File: src/rtl/log2_frac_iter_if.sv
// Handshake bundle for the linear-to-log fraction converter: an input
// channel carrying the significand fraction and an output channel carrying
// the rounded log2 fraction.
interface log2_frac_iter_if #(
    parameter int IN_BITS  = 8,
    parameter int OUT_BITS = 7
);
    logic                in_valid;
    logic                in_ready;
    logic [IN_BITS-1:0]  in_frac;
    logic                out_valid;
    logic                out_ready;
    logic [OUT_BITS-1:0] out_log;

    modport master (
        output in_valid,
        output in_frac,
        output out_ready,
        input  in_ready,
        input  out_valid,
        input  out_log
    );

    modport slave (
        input  in_valid,
        input  in_frac,
        input  out_ready,
        output in_ready,
        output out_valid,
        output out_log
    );
endinterface

File: src/rtl/log2_frac_iter.sv
// Iterative linear-to-log fraction converter. Treats in_frac as the
// significand 1 + f/2^IN_BITS and produces round(log2(.) * 2^OUT_BITS),
// one result bit per clock by repeated squaring of a working register x.
//
//   state  | meaning
//   -------+-------------------------------------------------------------
//   S_IDLE | waiting for in_valid, in_ready high
//   S_ITER | squaring x, one result bit per edge, OUT_BITS+1 edges total
//   S_DONE | out_valid high, out_log held until out_ready
module log2_frac_iter #(
    parameter int IN_BITS   = 8,
    parameter int OUT_BITS  = 7,
    parameter int WORK_BITS = 16
) (
    input  logic             clock,
    input  logic             resetn,
    log2_frac_iter_if.slave  bus
);
    // x carries one integer bit plus WORK_BITS fractional bits, range [1,2)
    localparam int XW = WORK_BITS + 1;
    localparam int SW = 2 * XW;
    localparam int RW = OUT_BITS + 1;
    localparam int CW = (OUT_BITS + 1 > 1) ? $clog2(OUT_BITS + 1) : 1;

    typedef enum logic [1:0] {
        S_IDLE,
        S_ITER,
        S_DONE
    } state_t;

    state_t              state;
    logic [XW-1:0]       x;
    logic [RW-1:0]       res;
    logic [CW-1:0]       cnt;
    logic                in_ready_r;
    logic                out_valid_r;
    logic [OUT_BITS-1:0] out_log_r;

    logic [SW-1:0]       x_ext;
    logic [SW-1:0]       sq;
    logic                sq_ge2;
    logic [XW-1:0]       x_next;
    logic [RW-1:0]       res_next;
    logic [OUT_BITS:0]   rounded;
    logic [XW-1:0]       x_load;

    // Square x, renormalise into [1,2) and form the rounded result candidate
    always_comb begin
        x_ext    = SW'(x);
        sq       = x_ext * x_ext;
        // sq has 2 integer bits; its top bit set means sq >= 2
        sq_ge2   = sq[SW-1];
        x_next   = sq_ge2 ? XW'(sq >> (WORK_BITS + 1)) : XW'(sq >> WORK_BITS);
        res_next = {res[RW-2:0], sq_ge2};
        // Upper OUT_BITS are the log fraction, the last bit rounds half up
        rounded  = {1'b0, res_next[RW-1:1]} + {{OUT_BITS{1'b0}}, res_next[0]};
        x_load   = (XW'(1) << WORK_BITS) | (XW'(bus.in_frac) << (WORK_BITS - IN_BITS));
    end

    // Control FSM with registered handshake outputs and datapath registers
    always_ff @(posedge clock or negedge resetn) begin
        if (!resetn) begin
            state       <= S_IDLE;
            in_ready_r  <= 1'b1;
            out_valid_r <= 1'b0;
            out_log_r   <= '0;
            cnt         <= '0;
            x           <= '0;
            res         <= '0;
        end else begin
            case (state)
                S_IDLE: begin
                    if (bus.in_valid) begin
                        x          <= x_load;
                        cnt        <= '0;
                        res        <= '0;
                        in_ready_r <= 1'b0;
                        state      <= S_ITER;
                    end
                end
                S_ITER: begin
                    x   <= x_next;
                    res <= res_next;
                    cnt <= cnt + CW'(1);
                    if (cnt == CW'(OUT_BITS)) begin
                        // Rounding up from all ones would wrap to 0; clamp instead
                        out_log_r   <= rounded[OUT_BITS] ? '1 : rounded[OUT_BITS-1:0];
                        out_valid_r <= 1'b1;
                        state       <= S_DONE;
                    end
                end
                S_DONE: begin
                    if (bus.out_ready) begin
                        out_valid_r <= 1'b0;
                        in_ready_r  <= 1'b1;
                        state       <= S_IDLE;
                    end
                end
                default: begin
                    state       <= S_IDLE;
                    in_ready_r  <= 1'b1;
                    out_valid_r <= 1'b0;
                end
            endcase
        end
    end

    assign bus.in_ready  = in_ready_r;
    assign bus.out_valid = out_valid_r;
    assign bus.out_log   = out_log_r;
endmodule

File: src/flat_wrapper.sv
// flat-port wrapper written by rule: the top's interface ports become plain ports
module log2_frac_iter_flat 
#(
    parameter int IN_BITS   = 8,
    parameter int OUT_BITS  = 7,
    parameter int WORK_BITS = 16
)
  (clock, resetn, bus_in_valid, bus_in_frac, bus_out_ready, bus_in_ready, bus_out_valid, bus_out_log);
  log2_frac_iter_if #(.IN_BITS(IN_BITS), .OUT_BITS(OUT_BITS)) bus_i ();
  input  logic clock;
  input  logic resetn;
  input wire logic [$bits(bus_i.in_valid)-1:0] bus_in_valid;
  input wire logic [$bits(bus_i.in_frac)-1:0] bus_in_frac;
  input wire logic [$bits(bus_i.out_ready)-1:0] bus_out_ready;
  output wire logic [$bits(bus_i.in_ready)-1:0] bus_in_ready;
  output wire logic [$bits(bus_i.out_valid)-1:0] bus_out_valid;
  output wire logic [$bits(bus_i.out_log)-1:0] bus_out_log;
  assign bus_i.in_valid = bus_in_valid;
  assign bus_i.in_frac = bus_in_frac;
  assign bus_i.out_ready = bus_out_ready;
  assign bus_in_ready = bus_i.in_ready;
  assign bus_out_valid = bus_i.out_valid;
  assign bus_out_log = bus_i.out_log;
  log2_frac_iter #(.IN_BITS(IN_BITS), .OUT_BITS(OUT_BITS), .WORK_BITS(WORK_BITS)) u_core (.clock(clock), .resetn(resetn), .bus(bus_i));
endmodule
File: config.mk
export PLATFORM = sky130hd
export DESIGN_NAME = log2_frac_iter_flat
export DESIGN_NICKNAME = d
export VERILOG_FILES = /design/src/rtl/log2_frac_iter_if.sv /design/src/rtl/log2_frac_iter.sv /design/src/flat_wrapper.sv
export SDC_FILE = /design/constraint.sdc
export NUM_CORES = 1
export LEC_CHECK = 0
export BUFFER_PORTS_ARGS = -buffer_cell sky130_fd_sc_hd__buf_2
export CAP_MARGIN = 40
export CORE_MARGIN = 3
export CORE_UTILIZATION = 70
export DETAILED_ROUTE_END_ITERATION = 6
export GPL_TIMING_DRIVEN = 0
export PLACE_DENSITY = 0.88
export SLEW_MARGIN = 0
export SYNTH_ARGS = -nofsm -noshare
export SYNTH_HDL_FRONTEND = slang
export SYNTH_SLANG_ARGS = --single-unit
File: constraint.sdc
create_clock -name clock -period 15.6 [get_ports clock]
set_clock_uncertainty 0.2 [all_clocks]
set_input_delay 0 -clock clock [delete_from_list [all_inputs] [get_ports clock]]
set_output_delay 0 -clock clock [all_outputs]
set_load 0.01 [all_outputs]
; Yosys cells after proc, flatten, opt, wreduce, memory -nomap -nowiden
; Cells that the tools add are included.
[totals]
mem_bits_rw = 0
ff_bits = 38
n_memories = 0
inputBits = 12
latch_bits = 0
romBits = 0
[op_classes]
muxes = 18
n_shift = 0
reduce_logical = 7
div = 0
multipliers = 1
eq_ne = 6
bitwise = 2
n_addsub = 2
n_lt_le_gt_ge = 0
[op_table]
columns = op, n
row1 = 17-bit by 17-bit multiplier with 34-bit output, 1
row2 = 17-bit two-way mux, 2
row3 = 17-bit one-hot mux with 2 select lines, 1
row4 = 7-bit two-way mux, 2
row5 = 7-bit one-hot mux with 2 select lines, 1
row6 = 3-bit AND reduction, 3
row7 = 7-bit by 1-bit adder with 8-bit output, 1
row8 = 2-bit two-way mux, 3
row9 = 1-bit one-hot mux with 3 select lines, 2
row10 = 2-bit one-hot mux with 3 select lines, 1
row11 = 3-bit one-hot mux with 2 select lines, 1
row12 = 1-bit two-way mux, 4
row13 = 2-bit inequality test (second input constant), 2
row14 = 2-bit AND reduction, 2
row15 = 3-bit by 1-bit adder with 3-bit output (second input constant), 1
row16 = 3-bit equality test (second input constant), 1
row17 = 3-bit two-way mux, 1
row18 = 2-bit by 1-bit equality test with 1-bit output (second input constant), 1
row19 = 2-bit equality test (second input constant), 1
row20 = 2-bit zero test, 1
row21 = 2-bit by 1-bit inequality test with 1-bit output (second input constant), 1
row22 = 1-bit NOT, 2
row23 = 2-bit nonzero test, 1

; Longest topological paths before layout
[logic_depth]
depth_word = 3
ltp_mapped = 31
ltp_nobuf = 28

; Worst setup path before layout
; No wires, ideal clock.
[synth_path]
path_kind = register to register
from = register u_core.x[12]
to = register u_core.out_log_r[6], in the netlist u_core.bus.out_log[6]
required_ps = 15268
setup_time_ps = 132
path_stages_with_launch = 26
slack_ps = 8697
arrival_ps = 6572
path_cell_list = dfrtp_1 > clkbuf_1 > clkbuf_1 > nand2_1 > fa_1 > fa_1 > fa_1 > inv_1 > fa_1 > fa_1 > inv_1 > fa_1 > inv_1 > ha_1 > clkbuf_1 > nand2_1 > or3_4 > a211oi_4 > a2111oi_4 > xor2_2 > buf_4 > inv_1 > ha_1 > and3_1 > a41oi_1 > o21ai_0
[synth_between]
elab_chain_len = 3
[synth_rtl]
columns = element, line
row1 = "start, declared", log2_frac_iter.sv:32  ; logic [XW-1:0] x;
row2 = "start signal, assigned", log2_frac_iter.sv:74  ; x <= x_load;
row3 = "start signal, assigned", log2_frac_iter.sv:82  ; x <= x_next;
row4 = 17-bit by 17-bit multiplier with 34-bit output, log2_frac_iter.sv:50  ; sq = x_ext * x_ext;
row5 = 7-bit by 1-bit adder with 8-bit output, log2_frac_iter.sv:56  ; rounded = {1'b0, res_next[RW-1:1]} + {{OUT_BITS{1'b0}}, res_next[0]};
row6 = 7-bit two-way mux, log2_frac_iter.sv:87  ; out_log_r <= rounded[OUT_BITS] ? '1 : rounded[OUT_BITS-1:0];
row7 = "end signal, assigned", log2_frac_iter.sv:87
row8 = "end, declared", log2_frac_iter.sv:37  ; logic [OUT_BITS-1:0] out_log_r;
; Every way passes these cells.
; A chain may end at the register's enable or synchronous reset.

; Final worst setup path
; Same ends and word-level chain as after synthesis.

==> impl_metrics.yaml <==
place:
  gp_congestion: 0.974
  hpwl_mm: 19.4
  number_of_buffers_inserted_by_port_buffering: 20
worst_hold_path:
  hold_path.class: "in -> reg"
  hp-start: "bus_in_valid"
finish:
  final_core_util_pct: 76.5
  mostFrequentLayoutCell: "inv_1"
  layout.cells.most_common_list: "291 x inv_1, 188 x fa_1, 128 x nand2_1"
  num_antenna_cells: 0
  multi_input_comb_area_sq_um: 7900
  final_layout_size_suffix_gt1_share_pct: 4.60
  flow.area_growth_from_synthesis_pct: 6.00
  sequential_cell_area_sq_um: 952
  n_fill_cell: 952
  num-nets-final: 1489
critical_path:
  critPathRequiredTime_ps: 15550
  cp_endpoint: "u_core.bus.out_log[6]$_DFFE_PN0P_"
  crit_arrival_ps: 8350
  worstSetupPathType: "reg -> reg"
  path_max_fanout: 10
  start_kind: "register"
  r2r_end: "u_core.bus.out_log[6]$_DFFE_PN0P_"
  crit-reg2reg-launch: "u_core.x[12]$_DFFE_PN0P_"
  launch_point_of_the_critical_path: "u_core.x[12]$_DFFE_PN0P_"
  r2r_slack_ps: 7200
  r2r_cells: 25
  critPathCaptureType: "register"
grt:
  antenna_violations_before_repair: 0
  grt_use_total_pct: 32.7
  grt_max_degree: 39
  grt_overflow: 0
  vias_in_the_first_global_route: 8526
  global_route_wire_length_before_repair_mm: 41.5
route:
  total_via_count_in_the_routed_design: 7915
  avgViaCountPerCell: 5.84
  antenna_violating_nets_post_route: 0
  drtPass1Iterations: 5
  routedWlPerCell_um: 18.2
  detail_route.iter0.violations: 641
  wirelength_mm: 24.6
  remaining_design_rule_violation_count: 0
clocking:
  h-tree-depth: 2
  clk_latency_ps: 280
  maximum_clock_path_buffer_count: 2
  cts_tree: "yes"
  cts_made_buffers: 5
  numClockSinks: 38
  post-cts-setup-buffer-count: 0
  clock-root-buffer: "clkbuf_16"
  clk_pin_slew_ps: 60
synthesis:
  yosys_most_used_dff: "dfrtp_1"
  syn-mean-instance-area_sq_um: 8.92
  net_count_of_the_mapped_netlist: 1451
  synthMuxAreaShare_pct: 1.20
  synthesis.instances: 1136
  synth_seq_cells: 38
  async_flop_share_pct: 100
  synthSimpleGateAreaFrac_pct: 12.9
  synth.lib_cells_used.distinct: 65
  synth_largest_area_cell: "fa_1"
  synth.yosys.warnings: 0
  syn-cell-area_sq_um: 10100
  yosysTopAreaCellShare_pct: 37.2
  post_synth_xor_xnor_area_pct: 2.58
  synth_enable_flop_cells: 0
  synth_top_family_by_area: "adder cells"
  synth-compound-area-share_pct: 9.97
  synth_seq_area_share_pct: 9.40
  synthAdderAreaFrac_pct: 51.4
  post_synth_main_area_contributors: "fa_1 37%, ha_1 14%, inv_1 11%, dfrtp_1 9.1%, nand2_1 4.7%"
sta:
  setup_total_neg_slack_ps: 0
  slew_viols_final: 0
  unrepaired_setup_endpoints_after_global_routing: "no"
  finalHoldViolCount: 0
  clock.fmax_mhz: 119
  setup_viol_count_final: 0
  worst_slew_pin_slew_ps: 926
  fin_crit_ps: 8400
  finalCritPeriodShare_pct: 53.9
  slew_limit_headroom_pct: 38.3
floorplanning:
  top_level_ports: 21
  initial_standard_cell_utilization_of_the_core_pct: 72.1
  die_area_sq_um: 15900
  die_h_um: 126
  die_w_um: 126
  row_count: 43
  core_sq_um: 14000
status:
  run_status: "completed"
run:
  max-cap-violations: 0
-- timing repair --
item                      in CTS  in global routing
hold endpoints to repair      48                  0
hold buffers                  11                  0
resized for setup              0                  0
-- per-stage QoR --
step | worst slack [ps] | area, sq um | cells | hold slack (ps)
global route | 6860 | 10700 | 1355 | 99.3
detailed placement | 7420 | 10500 | 1336 | -63.0
CTS | 7380 | 10700 | 1355 | 38.8
global placement | 7510 | 10500 | 1336 | -63.6
finish | 7200 | 10700 | 1355 | 53.5
floorplan | 8700 | 10100 | 1136 | -496
-- worst max-delay path: stages, from the launching register on --
cell and delay, ps:
dfrtp_1 380, clkbuf_1 590, clkbuf_1 540, nand2_1 230
fa_1 570, fa_1 540, fa_1 520, inv_1 60
fa_1 530, fa_1 510, inv_1 50, fa_1 480
inv_1 40, ha_1 250, clkbuf_1 270, nand2_1 210
or3_4 410, a211oi_4 300, a2111oi_4 100, xor2_2 300
buf_4 250, inv_1 90, ha_1 230, and3_1 220
a41oi_1 280, o21ai_0 110
-- layer usage --
| metal | wire length (um) | up-vias | track usage, % |
|---|---|---|---|
| li1 | - | 3579 | - |
| met1 | 9540 | 3938 | 42.2 |
| met2 | 12400 | 328 | 57.5 |
| met3 | 1710 | 70 | 4.59 |
| met4 | 918 | 0 | 10.3 |
| met5 | 0 | - | 0 |
-- Yosys cell counts, drive strengths merged (3+ instances only) --
library cell	n
fa	188
a22o	8
buf	9
clkbuf	32
nand4	5
o211ai	6
o21bai	6
and3	8
dfrtp	37
a21oi	48
or2	4
a31oi	4
or3	4
nand2b	6
o21ai	32
ha	115
and2	50
xor2	8
a21o	11
xnor2	21
nor2	35
nand3	18
inv	291
a211oi	7
mux2i	11
nor3	5
nand2	128
o22a	3
-- how the worst min path moves through the flow --
stage | to | cells past startpoint
after floorplan | u_core.bus.out_log[0]$_DFFE_PN0P_ | 0
after global placement | u_core.bus.out_log[5]$_DFFE_PN0P_ | 1
after detailed placement | u_core.state[1]$_DFFE_PN0P_ | 1
after CTS | u_core.x[15]$_DFFE_PN0P_ | 4
after global routing | u_core.x[15]$_DFFE_PN0P_ | 4
final | u_core.x[15]$_DFFE_PN0P_ | 4
-- cell type report --
cell class	instances	area share, %
clock buffer	7	1.33
sequential	38	8.87
timing repair buffer	31	1.96
tap	180	2.10
buffer	41	1.68
clock inverter	1	0.280
multi-input combinational	766	73.6
inverter	291	10.2
-- registers in the layout (all words and copies together) (netlist names) --
signal	flops
u_core.x	17
u_core.bus.out_valid	1
u_core.bus.out_log	7
u_core.cnt	3
u_core.bus.in_ready	1
u_core.state	2
u_core.res	7
-- logic make-up (layout without fill, tap and decap cells) --
logic type                 Yosys count  count (layout)
xor gates and xnor gates            29              29
adders and majority gates          303             303
AOI/OAI and AO/OA                  148             148
buffers and inverters              332             371
DFF                                 38              38
muxes                               12              12
and+or+nand+nor                    274             274
Power is left out: the tool's default activity adds up to more than one toggle a clock period on the data nets, which glitch-free logic cannot reach.
